$ cat config.mk
export PLATFORM = sky130hd
export DESIGN_NAME = photodiode_array
export DESIGN_NICKNAME = d
export VERILOG_FILES = /design/src/rtl/photodiode_pkg.sv /design/src/rtl/photodiode_debounce.sv /design/src/rtl/photodiode_array.sv
export SDC_FILE = /design/constraint.sdc
export NUM_CORES = 1
export LEC_CHECK = 0
export CORE_UTILIZATION = 55
export CTS_CLUSTER_DIAMETER = 60
export DETAILED_ROUTE_END_ITERATION = 8
export PLACE_DENSITY = 0.73
export SYNTH_ARGS = -nofsm -noshare
export SYNTH_HDL_FRONTEND = slang
export SYNTH_SLANG_ARGS = --single-unit
$ cat constraint.sdc
create_clock -name clk_clk -period 4 [get_ports clk_clk]
set_input_delay 1.2 -clock clk_clk [delete_from_list [all_inputs] [get_ports clk_clk]]
set_output_delay 1.2 -clock clk_clk [all_outputs]
set_load 0.01 [all_outputs]
$ cat src/rtl/photodiode_pkg.sv
// Shared constants for the photodiode array: register map,
// event word layout and control/status bit positions.
package photodiode_pkg;

  localparam logic [1:0] ADDR_STATE   = 2'd0;
  localparam logic [1:0] ADDR_EVENT   = 2'd1;
  localparam logic [1:0] ADDR_CONTROL = 2'd2;
  localparam logic [1:0] ADDR_STATUS  = 2'd3;

  localparam int VALID_BIT  = 31;
  localparam int EDGE_BIT   = 24;
  localparam int CH_LSB     = 20;
  localparam int CH_W       = 4;
  localparam int TS_W       = 20;

  localparam int EN_W       = 16;
  localparam int IRQ_EN_BIT = 31;
  localparam int OVF_BIT    = 16;
  localparam int FILL_W     = 9;

  function automatic logic [31:0] event_word(
    input logic            rise,
    input logic [CH_W-1:0] ch,
    input logic [TS_W-1:0] ts
  );
    logic [31:0] w;
    w = '0;
    w[VALID_BIT] = 1'b1;
    w[EDGE_BIT] = rise;
    w[CH_LSB +: CH_W] = ch;
    w[TS_W-1:0] = ts;
    return w;
  endfunction

endpackage

$ cat src/rtl/photodiode_debounce.sv
// One photodiode channel: optional inversion, synchroniser chain
// and a stability counter that toggles the accepted level.
module photodiode_debounce
  import photodiode_pkg::*;
#(
  parameter int   SYNC_STAGES     = 2,
  parameter int   DEBOUNCE_CYCLES = 50000,
  parameter logic INVERT          = 1'b0
) (
  input  logic clk,
  input  logic rst_n,
  input  logic raw,
  output logic stable,
  output logic flip
);

  localparam int CW = $clog2(DEBOUNCE_CYCLES);

  logic [SYNC_STAGES-1:0] sync;
  logic [CW-1:0]          cnt;
  logic                   synced;

  assign synced = sync[SYNC_STAGES-1];
  // flip is high in the cycle whose edge toggles stable
  assign flip = (synced != stable) &&
                (cnt == CW'(DEBOUNCE_CYCLES - 1));

  always_ff @(posedge clk or negedge rst_n) begin
    if (!rst_n) begin
      sync   <= '0;
      cnt    <= '0;
      stable <= 1'b0;
    end else begin
      sync <= {sync[SYNC_STAGES-2:0], raw ^ INVERT};
      if (synced == stable) begin
        cnt <= '0;
      end else if (flip) begin
        cnt    <= '0;
        stable <= ~stable;
      end else begin
        cnt <= cnt + 1'b1;
      end
    end
  end

endmodule

$ cat src/rtl/photodiode_array.sv
// Multi-channel photodiode front end: debounced channels, timestamped
// beam events in a FIFO, Avalon-MM register access and a level irq.
module photodiode_array
  import photodiode_pkg::*;
#(
  parameter int NUM_CH          = 8,
  parameter int SYNC_STAGES     = 2,
  parameter int DEBOUNCE_CYCLES = 50000,
  parameter int FIFO_DEPTH      = 16,
  parameter logic [NUM_CH-1:0] INVERT = '0
) (
  input  logic              clk_clk,
  input  logic              reset_reset_n,
  input  logic [NUM_CH-1:0] photodiode_in,
  input  logic [1:0]        avs_address,
  input  logic              avs_read,
  input  logic              avs_write,
  input  logic [31:0]       avs_writedata,
  output logic [31:0]       avs_readdata,
  output logic              irq
);

  localparam int AW    = $clog2(FIFO_DEPTH);
  localparam int CNT_W = AW + 1;

  logic              clk;
  logic              rst_n;
  logic [NUM_CH-1:0] stable;
  logic [NUM_CH-1:0] flip;
  logic [NUM_CH-1:0] pending;
  logic [NUM_CH-1:0] rise;
  logic [NUM_CH-1:0] svc;
  logic [NUM_CH-1:0] grant;
  logic [NUM_CH-1:0] en_ch;
  logic [CH_W-1:0]   gidx;
  logic [EN_W-1:0]   enable;
  logic              irq_en;
  logic [TS_W-1:0]   ts;
  logic [31:0]       mem [FIFO_DEPTH];
  logic [AW-1:0]     wptr;
  logic [AW-1:0]     rptr;
  logic [CNT_W-1:0]  count;
  logic              overflow;
  logic              full;
  logic              push_req;
  logic              push;
  logic              pop;
  logic              drop;
  logic              wr_ctrl;
  logic              w1c_ovf;
  logic [31:0]       rdata;
  logic              unused_wdata;

  assign clk   = clk_clk;
  assign rst_n = reset_reset_n;

  for (genvar i = 0; i < NUM_CH; i++) begin : g_ch
    photodiode_debounce #(
      .SYNC_STAGES     (SYNC_STAGES),
      .DEBOUNCE_CYCLES (DEBOUNCE_CYCLES),
      .INVERT          (INVERT[i])
    ) u_db (
      .clk    (clk),
      .rst_n  (rst_n),
      .raw    (photodiode_in[i]),
      .stable (stable[i]),
      .flip   (flip[i])
    );
  end

  assign en_ch = enable[NUM_CH-1:0];
  assign svc   = pending & en_ch;

  // lowest index wins: the descending loop lets it overwrite last
  always_comb begin
    grant = '0;
    gidx  = '0;
    for (int i = NUM_CH - 1; i >= 0; i--) begin
      if (svc[i]) begin
        grant    = '0;
        grant[i] = 1'b1;
        gidx     = CH_W'(i);
      end
    end
  end

  assign push_req = |svc;
  assign full     = (count == CNT_W'(FIFO_DEPTH));
  assign pop      = avs_read && (avs_address == ADDR_EVENT) &&
                    (count != '0);
  assign push     = push_req && (!full || pop);
  assign drop     = push_req && full && !pop;
  assign wr_ctrl  = avs_write && (avs_address == ADDR_CONTROL);
  assign w1c_ovf  = avs_write && (avs_address == ADDR_STATUS) &&
                    avs_writedata[OVF_BIT];
  assign unused_wdata = ^avs_writedata[30:17];

  always_ff @(posedge clk or negedge rst_n) begin
    if (!rst_n) begin
      pending <= '0;
      rise    <= '0;
      ts      <= '0;
    end else begin
      ts      <= ts + 1'b1;
      pending <= ((pending & ~grant) | flip) & en_ch;
      for (int i = 0; i < NUM_CH; i++) begin
        if (flip[i]) rise[i] <= ~stable[i];
      end
    end
  end

  always_ff @(posedge clk) begin
    if (push) mem[wptr] <= event_word(|(grant & rise), gidx, ts);
  end

  always_ff @(posedge clk or negedge rst_n) begin
    if (!rst_n) begin
      wptr  <= '0;
      rptr  <= '0;
      count <= '0;
    end else begin
      if (push) wptr <= wptr + 1'b1;
      if (pop)  rptr <= rptr + 1'b1;
      unique case ({push, pop})
        2'b10:   count <= count + 1'b1;
        2'b01:   count <= count - 1'b1;
        default: count <= count;
      endcase
    end
  end

  always_comb begin
    rdata = '0;
    unique case (avs_address)
      ADDR_STATE: rdata[NUM_CH-1:0] = stable;
      ADDR_EVENT: if (count != '0) rdata = mem[rptr];
      ADDR_CONTROL: begin
        rdata[EN_W-1:0]   = enable;
        rdata[IRQ_EN_BIT] = irq_en;
      end
      ADDR_STATUS: begin
        rdata[CNT_W-1:0] = count;
        rdata[OVF_BIT]   = overflow;
      end
      default: rdata = '0;
    endcase
  end

  always_ff @(posedge clk or negedge rst_n) begin
    if (!rst_n) begin
      avs_readdata <= '0;
      enable       <= '1;
      irq_en       <= 1'b0;
      overflow     <= 1'b0;
      irq          <= 1'b0;
    end else begin
      if (avs_read) avs_readdata <= rdata;
      if (wr_ctrl) begin
        enable <= avs_writedata[EN_W-1:0];
        irq_en <= avs_writedata[IRQ_EN_BIT];
      end
      // a fresh drop beats a simultaneous clear
      if (drop)         overflow <= 1'b1;
      else if (w1c_ovf) overflow <= 1'b0;
      irq <= irq_en & ((count != '0) | overflow);
    end
  end

endmodule

; Word level (Yosys, flattened, before mapping)
; Memory sizes are Yosys's and may differ from the RTL's.
; Index checks and enable logic that the tools add are counted.
[classes]
addsub = 13
multipliers = 0
div_mod_pow = 0
order_cmp = 0
eq_ne = 30
shifts = 0
mux = 44
bitwise = 24
reduce_logical = 33
[op_table]
columns = operator, n
row1 = $mux 16, 16
row2 = $add 16x1->16 const B, 8
row3 = $eq 16x16->1 const B, 8
row4 = $mux 8, 8
row5 = $and 8x8->8, 4
row6 = $mux 32, 1
row7 = $mux 4, 6
row8 = $add 20x1->20 const B, 1
row9 = $pmux 5 s4, 1
row10 = $logic_and 1x1->1, 16
row11 = $not 1->1, 16
row12 = $pmux 8 s2, 1
row13 = $reduce_and 2->1, 8
row14 = $reduce_or 8->1, 2
row15 = $mux 14, 1
row16 = $pmux 5 s2, 1
row17 = $pmux 3 s3, 1
row18 = $add 4x1->4 const B, 2
row19 = $eq 1x1->1, 8
row20 = $ne 1x1->1, 8
row21 = $not 8->8, 1
row22 = $or 8x8->8, 1
row23 = $eq 2x2->1 const B, 3
row24 = $mux 3, 2
row25 = 13 further kinds, 20
[word_totals]
ff_bits = 252
latch_bits = 0
mem_bits_rw = 400
romBits = 0
inputBits = 46
output_inout_bits = 33
elab_cells = 187
n_memories = 1
[mem_list]
columns = memory, depth, width, read_ports, rd_clocked_by_memory_dff, wr, line
row1 = mem, 16, 25, 1, 0, 1, photodiode_array.sv:39  ; logic [31:0] mem [FIFO_DEPTH];

; Depth between registers and ports, before layout
[depth]
depth_word = 13
ltp_mapped = 11

; By module
; From an unflattened synthesis, not the netlist that was laid out.
[hier_totals]
hier_cells = 1635
hier_area_um2 = 25951.1
[modules_own_cells]
columns = module, n_inst, cells_each, area_each_um2
row1 = photodiode_array, 1, 971, 18794.3
row2 = photodiode_debounce, 8, 83, 894.6

; Worst setup path after synthesis
; No wires, ideal clock.
[synth_path]
kind = input port to flip-flop
start = in avs_address[1]
end = mem mem[0][0] (netlist name), enable pin
setup_ns = 0.466
arrival_ns = 4.119
required_ns = 3.534
setup_slack_ns = -0.585
path_stages = 6
cell_sequence = inv_1 ha_1 and2_1 or3_4 nand2_1 nor4_1
[synth_via]
elab_chain_cells = 7
[synth_lines]
columns = element, line
row1 = from (decl), photodiode_array.sv:15  ; input logic [1:0] avs_address,
row2 = $eq 2x1->1, photodiode_array.sv:89  ; assign pop = avs_read && (avs_address == ADDR_EVENT) &&
row3 = $logic_and 1x1->1 (2 in series), photodiode_array.sv:89
row4 = $logic_or 1x1->1, photodiode_array.sv:91  ; assign push = push_req && (!full || pop);
row5 = $logic_and 1x1->1, photodiode_array.sv:91
row6 = $mux 1, photodiode_array.sv:113  ; if (push) mem[wptr] <= event_word(|(grant & rise), gidx, ts);
row7 = $mux 1 (not written as such), photodiode_array.sv:113
row8 = to (decl), photodiode_array.sv:39
; Every way passes these cells.

; Worst setup path in the final report
[layout_path]
start = in avs_address[1]
end = mem mem[13][0] (netlist name), enable pin
; Same word-level chain as after synthesis.

==> flow_metrics.env <==
export IMPL_status="finished clean"
export IMPL_p_per_area_nw_per_um2=499.2
export IMPL_power_leakage_nw=11.34
export IMPL_critPathMaxFanout=14
export IMPL_fmax_mhz=297.1
export IMPL_slowest_delay_ns=0.76
export IMPL_finClkSkew_ns=0.02015
export IMPL_fin_area_um2=28830
export IMPL_area_delta_synth_final_pct=13.89
export IMPL_gp_congestion=0.8660
export IMPL_nNetsFinal=1796
export IMPL_fill_cells=3185
export IMPL_rsz0062_at_grt="no"
export IMPL_maxSlewHeadroom_pct=36.79
export IMPL_rr_startpoint="pending[5]"
export IMPL_worstPathArrival_ns=3.68
export IMPL_hold_viol=0
export IMPL_startpoint="avs_address[1]"
export IMPL_synth_cells=1623
export IMPL_grt_pass1_wl_um=80500
export IMPL_vias=13919
export IMPL_wl_per_cell_um=21.58
export IMPL_cts_repair_resize_count=0
export IMPL_ys_top_cells_by_count="edfxtp_1, dfrtp_1, nor2_1"
export IMPL_overflow=0
export IMPL_end_kind="flop"
export IMPL_synth_top_area_share_pct=45.55
export IMPL_synth_area_top_cells="edfxtp_1, dfrtp_1, mux4_2, xnor2_1, nor2_1"
export IMPL_yosysWarningCount=0
export IMPL_cap_viol_max_count=0
export IMPL_wirelength_um=51330
export IMPL_ant_nets=0
export IMPL_synth_ff_type="edfxtp_1"
export IMPL_synth_seq_cells=621
export IMPL_port_buffer_count=57
export IMPL_utilization_pct=63.53
export IMPL_hold_path_class="reg2reg"
export IMPL_crit_path_start_kind="input port"
export IMPL_min_from="g_ch[7].u_db.sync[0]"
export IMPL_place_area_um2=26840
export IMPL_finalCritPeriodShare_pct=84.15
export IMPL_path_cells="clkdlybuf4s50_1 > inv_1 > ha_1 > and2_1 > or3_4 > and2_4 > nand3_1 > nor2_2 > buf_12"
export IMPL_period_needed_ns=3.366
export IMPL_whs_ns=0.3486
export IMPL_cp_slowest_cell="nor2_2"
export IMPL_drv_slew=0
export IMPL_wl_met1_um=22420
export IMPL_clock_latency_ns=0.62
export IMPL_synth_yosys_seq_area_share_pct=69.06
export IMPL_clock_sinks=621
export IMPL_ir_drop_uv=401.0
export IMPL_post_route_worst_setup_slack_ns=0.6339
export IMPL_place_ws_ns=0.06104
export IMPL_multi_input_area_um2=7416
export IMPL_crit_end="mem[13][0]"
export IMPL_io_pins=79
export IMPL_r2r_setup_slack_ns=1.15
export IMPL_placeableCoreArea_um2=45380
export IMPL_root_buffer="clkbuf_16"
export IMPL_met2_length_um=24620
export IMPL_synth_cell_types=57
export IMPL_synth_most_common_cell="edfxtp_1"
export IMPL_grt_max_degree=87
export IMPL_grt_pass1_vias=14368
export IMPL_seq_area_um2=17490
export IMPL_drive_gt1_share_pct=16.69
export IMPL_syn_area_per_cell_um2=15.60
export IMPL_final_setup_tns_ns=0
export IMPL_reg2reg_to="count[4]"
export IMPL_synthArstFlopShare_pct=38.16
export IMPL_tightest_slew_ns=0.9471
export IMPL_cts_inserted_buffers=61
export IMPL_reg2regPathDepth=9
export IMPL_via_per_inst=5.851
export IMPL_dieHeight_um=216.5
export IMPL_htree_levels=2
export IMPL_cts_clk_slew_worst_paths_ns=0.06
export IMPL_drt_pass1_iter_count=6
export IMPL_drt_iter0_drc=1285
export IMPL_cts_max_path_buffers=3
export IMPL_topRoutingLayerUsed="met4"
export IMPL_path_class="in2reg"
export IMPL_row_count=78
export IMPL_placed_cells=2264
export IMPL_antennaDiodeCount=0
export IMPL_required_ns=4.32
export IMPL_dr_wl_met3_um=3074
export IMPL_postCtsSetupBuffers=0
export IMPL_initial_core_util_pct=55.78
export IMPL_dp_hpwl_um=32230
export IMPL_die_area_um2=46890
export IMPL_synth_top_area_cell="edfxtp_1"
export IMPL_track_usage_pct=22.55
export IMPL_cts_tree="yes"
export IMPL_p_total_mw=14.39
export IMPL_syn_cell_area_um2=25320
export IMPL_antenna_found_initial=0
export IMPL_synth_edf_count=384
export IMPL_finalSetupViolCount=0
export IMPL_die_x_um=216.5
export IMPL_drc=0
export IMPL_fin_cells=2379
export IMPL_ctsHoldBuffers=0
[per-layer routing]
metal	up-vias	global-route usage, %
met1	7148	31.77
met5	-	0
met3	83	3.411
li1	6272	-
met4	0	7.441
met2	416	36.38
[flip-flops by register name, summed over array words and instances, names as in the netlist]
name,count
wptr,4
g_ch.u_db.sync,16
irq_en,1
pending,8
mem,384
overflow,1
rise,8
irq,1
count,5
rptr,4
enable,16
ts,20
g_ch.u_db.cnt,128
avs_readdata,25
[cell type report]
| class | count | share of cell area (%) |
|---|---|---|
| well taps | 600 | 2.604 |
| multi-input cells | 900 | 25.72 |
| flip-flops and latches | 621 | 60.65 |
| clock inverters | 30 | 0.9938 |
| repair buffers | 105 | 3.637 |
| inverters | 38 | 0.4947 |
| clock buffers | 85 | 5.898 |
[worst max-delay path: cells and delay by family]
kind / cells / cell delay (ns)
fa+ha+maj: 1 / 0.18
buf+inv: 3 / 0.84
simple gates: 5 / 1.45
[placed cells by master, fill, tap and decap left out, types with 16 or more instances in the layout]
cell type        netlist  final
a22oi_1               24     24
nand3_1               48     48
xnor2_1              114    114
buf_4                  9     39
o21ai_0               22     21
ha_1                  22     22
clkbuf_16              0     61
dfstp_2               16     16
a21oi_1               16     16
nor3_1                29     29
nand2_1               66     66
edfxtp_1             384    384
nand4_1               29     29
inv_1                 38     38
dfrtp_1              221    219
a22o_1                23     23
and3_1                45     45
clkdlybuf4s50_1        0     56
nor2_1               176    172
mux2_2                22     22
mux4_2                96     96
xor2_1                41     41
[worst min path at each step]
stage / to / slack [ns] / cells after the start
after floorplan: g_ch[0].u_db.sync[1] / 0.33 / 0
after global placement: g_ch[5].u_db.sync[1] / 0.34 / 0
after global routing: g_ch[7].u_db.sync[1] / 0.36 / 0
after detailed placement: g_ch[3].u_db.sync[1] / 0.34 / 0
final: g_ch[7].u_db.sync[1] / 0.35 / 0
after CTS: g_ch[7].u_db.sync[1] / 0.36 / 0
[where the power goes]
| part | switching [mW] | total [mW] | internal [mW] | leakage [nW] |
|---|---|---|---|---|
| logic | 0.863 | 1.57 | 0.711 | 2.92 |
| registers | 0.258 | 7.17 | 6.91 | 7.43 |
| clock network | 2.36 | 5.65 | 3.28 | 0.984 |
[kinds of logic (layout without fill, tap and decap cells)]
group                    count (synthesis)  count (layout)  share of synthesized area [%]
AO/OA/AOI/OAI                          141             141                          4.107
XOR/XNOR                               155             155                          5.363
adder cells (fa/ha/maj)                 23              23                          1.166
buffers and inverters                  108             258                          1.878
flip-flops                             621             621                          69.06
multiplexers                           122             122                          9.697
other                                    1               7                        0.01481
AND/OR/NAND/NOR                        452             452                          8.718
(Power assumes the default switching activity.)
